File: src/rtl/sync_fifo_param.sv
// Parametrised single-clock FIFO with normal or show-ahead read mode.
// Provides almost-full/empty thresholds, sticky error flags and a synchronous flush.
module sync_fifo_param #(
  parameter  int DATA_W     = 8,
  parameter  int DEPTH      = 256,
  parameter  int AFULL_TH   = DEPTH - 4,
  parameter  int AEMPTY_TH  = 4,
  parameter  int SHOW_AHEAD = 0,
  localparam int ADDR_W     = $clog2(DEPTH)
) (
  input  logic              sys_clk,
  input  logic              sys_rst_n,
  input  logic              sclr,
  input  logic              clr_err,
  input  logic [DATA_W-1:0] pi_date,
  input  logic              wr_req,
  input  logic              rd_req,
  output logic [DATA_W-1:0] po_date,
  output logic              empty,
  output logic              full,
  output logic              almost_empty,
  output logic              almost_full,
  output logic [ADDR_W:0]   usedw,
  output logic              ovf,
  output logic              udf
);

  localparam logic [ADDR_W:0] FULL_CNT   = (ADDR_W+1)'(DEPTH);
  localparam logic [ADDR_W:0] AFULL_CNT  = (ADDR_W+1)'(AFULL_TH);
  localparam logic [ADDR_W:0] AEMPTY_CNT = (ADDR_W+1)'(AEMPTY_TH);

  logic [DATA_W-1:0] mem [DEPTH];
  logic [ADDR_W-1:0] wr_ptr;
  logic [ADDR_W-1:0] rd_ptr;
  logic              rd_ok;
  logic              wr_ok;
  logic              rd_acc;
  logic              wr_acc;
  logic [ADDR_W:0]   usedw_nxt;

  // A write into a full FIFO is allowed when a read frees a slot in the same cycle.
  assign rd_ok  = rd_req & ~empty;
  assign wr_ok  = wr_req & (~full | rd_ok);
  assign rd_acc = rd_ok & ~sclr;
  assign wr_acc = wr_ok & ~sclr;

  always_comb begin
    usedw_nxt = usedw;
    if (sclr)
      usedw_nxt = '0;
    else if (wr_acc && !rd_acc)
      usedw_nxt = usedw + (ADDR_W+1)'(1);
    else if (rd_acc && !wr_acc)
      usedw_nxt = usedw - (ADDR_W+1)'(1);
  end

  always_ff @(posedge sys_clk or negedge sys_rst_n) begin
    if (!sys_rst_n) begin
      wr_ptr       <= '0;
      rd_ptr       <= '0;
      usedw        <= '0;
      empty        <= 1'b1;
      full         <= 1'b0;
      almost_empty <= 1'b1;
      almost_full  <= (AFULL_TH == 0);
    end else begin
      if (sclr) begin
        wr_ptr <= '0;
        rd_ptr <= '0;
      end else begin
        if (wr_acc) wr_ptr <= wr_ptr + ADDR_W'(1);
        if (rd_acc) rd_ptr <= rd_ptr + ADDR_W'(1);
      end
      usedw        <= usedw_nxt;
      empty        <= (usedw_nxt == '0);
      full         <= (usedw_nxt == FULL_CNT);
      almost_empty <= (usedw_nxt <= AEMPTY_CNT);
      almost_full  <= (usedw_nxt >= AFULL_CNT);
    end
  end

  // A new error in the same cycle as clr_err wins, so no event is lost.
  always_ff @(posedge sys_clk or negedge sys_rst_n) begin
    if (!sys_rst_n) begin
      ovf <= 1'b0;
      udf <= 1'b0;
    end else if (sclr) begin
      ovf <= 1'b0;
      udf <= 1'b0;
    end else begin
      if (wr_req && !wr_ok)
        ovf <= 1'b1;
      else if (clr_err)
        ovf <= 1'b0;
      if (rd_req && !rd_ok)
        udf <= 1'b1;
      else if (clr_err)
        udf <= 1'b0;
    end
  end

  always_ff @(posedge sys_clk) begin
    if (wr_acc)
      mem[wr_ptr] <= pi_date;
  end

  generate
    if (SHOW_AHEAD != 0) begin : g_show_ahead
      assign po_date = mem[rd_ptr];
    end else begin : g_normal
      always_ff @(posedge sys_clk or negedge sys_rst_n) begin
        if (!sys_rst_n)
          po_date <= '0;
        else if (rd_acc)
          po_date <= mem[rd_ptr];
      end
    end
  endgenerate

endmodule

File: config.mk
export PLATFORM = sky130hd
export DESIGN_NAME = sync_fifo_param
export DESIGN_NICKNAME = d
export VERILOG_FILES = /design/src/rtl/sync_fifo_param.sv
export SDC_FILE = /design/constraint.sdc
export NUM_CORES = 2
export LEC_CHECK = 0
export ABC_AREA = 1
export CAP_MARGIN = 0
export CORE_UTILIZATION = 55
export CTS_BUF_LIST = sky130_fd_sc_hd__clkbuf_8
export DETAILED_ROUTE_END_ITERATION = 8
export GPL_TIMING_DRIVEN = 0
export PLACE_DENSITY_LB_ADDON = 0.25
export REMOVE_ABC_BUFFERS = 1
export SLEW_MARGIN = 20
export SYNTH_ARGS = -nofsm -noshare
export SYNTH_HDL_FRONTEND = slang
export SYNTH_SLANG_ARGS = --single-unit
File: constraint.sdc
create_clock -name sys_clk -period 2.6 [get_ports sys_clk]
set_clock_uncertainty 0.1 [all_clocks]
set_input_delay 0.39 -clock sys_clk [delete_from_list [all_inputs] [get_ports sys_clk]]
set_output_delay 0.39 -clock sys_clk [all_outputs]
set_load 0.02 [all_outputs]
==> impl_metrics.tcl <==
set metrics [dict create \
    worstMarginPinSlew_ps 1050 \
    synth_area_sq_mm 0.0870 \
    cts_tree "done" \
    grt_antenna_before_repair 3 \
    worst-setup-path-type "reg -> reg" \
    ys_seq_area_share_pct 71.8 \
    finalSetupViolCount 78 \
    area_delta_synth_final_pct 17.1 \
    grt-ovfl-total 0 \
    required_ps 3510 \
    design_area_sq_mm 0.102 \
    finalWirelength_um 264000 \
    start_kind "register" \
    synth_cell_types 40 \
    clockBufferDepth 4 \
    die_width_um 400 \
    path_max_fanout 7 \
    h-tree-depth 5 \
    dr.pass1.iters 6 \
    num_vias 61753 \
    initial_utilization_pct 55.6 \
    slew-limit-headroom_pct 29.9 \
    gp_congestion 0.860 \
    grt_pass1_wl_um 380000 \
    clock_sinks 2087 \
    fin_ws_ps -816 \
    clk_latency_ps 1070 \
    mostFrequentLayoutCells "nand2_1 (2532), edfxtp_1 (2048), nand3_1 (980)" \
    ir_drop_mv 0.607 \
    die_height_um 400 \
    track_usage_pct 32.6 \
    rsz0062_at_grt "yes" \
    path_clk_slew_ps 60 \
    whs_ps 108 \
    drive_gt1_share_pct 14.8 \
    worstPathArrival_ps 4330 \
    slew_viol_final 0 \
    port_buffers 36 \
    viasPerCell 6.01 \
    drc 0 \
    grt_max_degree 121 \
    netlist_instances 7781 \
    dp_slack_ps -2440 \
    yosys_warnings 0 \
    std_cell_rows 145 \
    final_nets 8003 \
    core_area_sq_mm 0.157 \
    die_area_sq_mm 0.160 \
    avgSynthCellArea_sq_um 11.2 \
    power.density_mw_per_mm2 729 \
    dp_hpwl_um 129000 \
    root_buffer "clkbuf_8" \
    final_common_cell "nand2_1" \
    drtIter0Drc 8364 \
    crit_path_end_kind "register" \
    cts-buffers-inserted 346 \
    io_pins 37 \
    hp-class "in -> reg" \
    ys_seq_elements 2087 \
    fmax_mhz 293 \
    hold_viol 0 \
    drtAntennaViolNets 0 \
    maxCapViolCount 0 \
    leakagePower_nw 38.4 \
    postPlaceCellArea_sq_mm 0.0898 \
    outcome "complete, but fails checks" \
    grt_pass1_vias 59083 \
    period_share_pct 131 \
    wire_per_inst_um 25.7 \
    fin_util_pct 65.1 \
    failed_checks "negative setup slack" \
    fin_crit_ps 3420 \
]
## cell type report
type / count / area [sq um]
antenna: 2 / 5.00
clock buffer: 355 / 4890
clock inverter: 218 / 942
fill: 11104 / 54700
inverter: 367 / 1500
multi-input combinational: 4864 / 23400
sequential: 2087 / 62500
tap: 2058 / 2570
timing repair buffer: 310 / 6000
timing repair inverter: 6 / 52.6
## metrics by stage
| stage | setup TNS (ps) | power [W] | cells |
|---|---|---|---|
| after floorplan | -472330 | 0.0427 | 7316 |
| after global placement | - | 0.0440 | 9410 |
| after detailed placement | -3644510 | 0.0464 | 9500 |
| after CTS | -52540 | 0.0736 | 10230 |
| after global routing | -10500 | 0.0764 | 10266 |
| final | -8300 | 0.0743 | 10267 |
## critical path, cell delays in order, from the launching register on
cell	delay (ps)
dfrtp_4	550
buf_16	170
buf_16	130
buf_16	150
clkinv_16	100
buf_16	160
buf_12	150
buf_16	200
buf_12	190
buf_16	150
nand2_4	40
nand2_2	70
a21oi_2	60
o211ai_1	190
nand3_1	190
nand2_2	120
nand2_1	70
nand2_1	100
nand3_2	70
nand2_2	100
nand2_4	100
nand2_2	110
## state kept, by name (all words and copies together) (netlist names)
register,count
mem,2048
almost_full,1
po_date,8
full,1
almost_empty,1
rd_ptr,8
ovf,1
udf,1
empty,1
wr_ptr,8
usedw,9
## repair_timing
item,4_1_cts,5_1_grt
hold buffers,13,0
endpoints found under the hold margin,822,0
setup buffers,72,26
gates cloned,72,9
pin swaps,80,58
setup endpoints to repair,2082,1883
gates resized for setup,524,262
## cell families after synthesis
logic type                 share of synthesized area, %
and+or+nand+nor                                    20.5
DFF                                                71.8
buffers and inverters                              4.33
AOI/OAI and AO/OA                                  3.20
adders and majority gates                         0.101
xor gates and xnor gates                         0.0302
## power by group
group | leakage [nW] | internal [W] | switching (W)
sequential | 18.9 | 0.0370 | 0.000136
combinational | 16.1 | 0.00384 | 0.00773
clock | 3.39 | 0.0127 | 0.0128
## Yosys cell counts (all sizes together)
library cell,number,area (sq um)
nand4,8,50.1
inv,359,1360
a21oi,165,826
xor2,3,26.3
a31oi,2,12.5
edfxtp,2048,61500
clkinv,8,30.0
a211oi,1,7.51
o22ai,7,43.8
nor3,24,125
dfstp,2,52.6
a221oi,1,8.76
nand2,2641,9920
ha,7,87.6
nand3b,1,7.51
o211a,1,10.0
dfrtp,37,926
a21boi,61,458
a2111oi,1,8.76
clkbuf,136,513
buf,329,1870
nor2,626,2360
nand3,1068,5350
o211ai,92,691
o21ai,143,716
or2,10,62.6
## path summary, 6_finish.rpt
kind                       startpoint         end  slack (ps)  cells past startpoint
max in group asynchronous   sys_rst_n   rd_ptr[4]        1380                      4
min in group asynchronous   sys_rst_n  po_date[0]         310                      3
max                         rd_ptr[0]  po_date[0]        -820                     21
min reg2reg                po_date[2]  po_date[2]         400                      2
min                              sclr         ovf         110                      2
max reg2reg                 rd_ptr[0]  po_date[0]        -820                     21
## per-layer routing
| layer | track usage (%) | up-vias | wire length (um) |
|---|---|---|---|
| li1 | - | 27113 | - |
| met1 | 43.4 | 29582 | 95200 |
| met2 | 49.6 | 4188 | 120000 |
| met3 | 8.65 | 866 | 34700 |
| met4 | 17.1 | 4 | 14700 |
| met5 | 0 | - | 29 |
(Power assumes the default switching activity.)
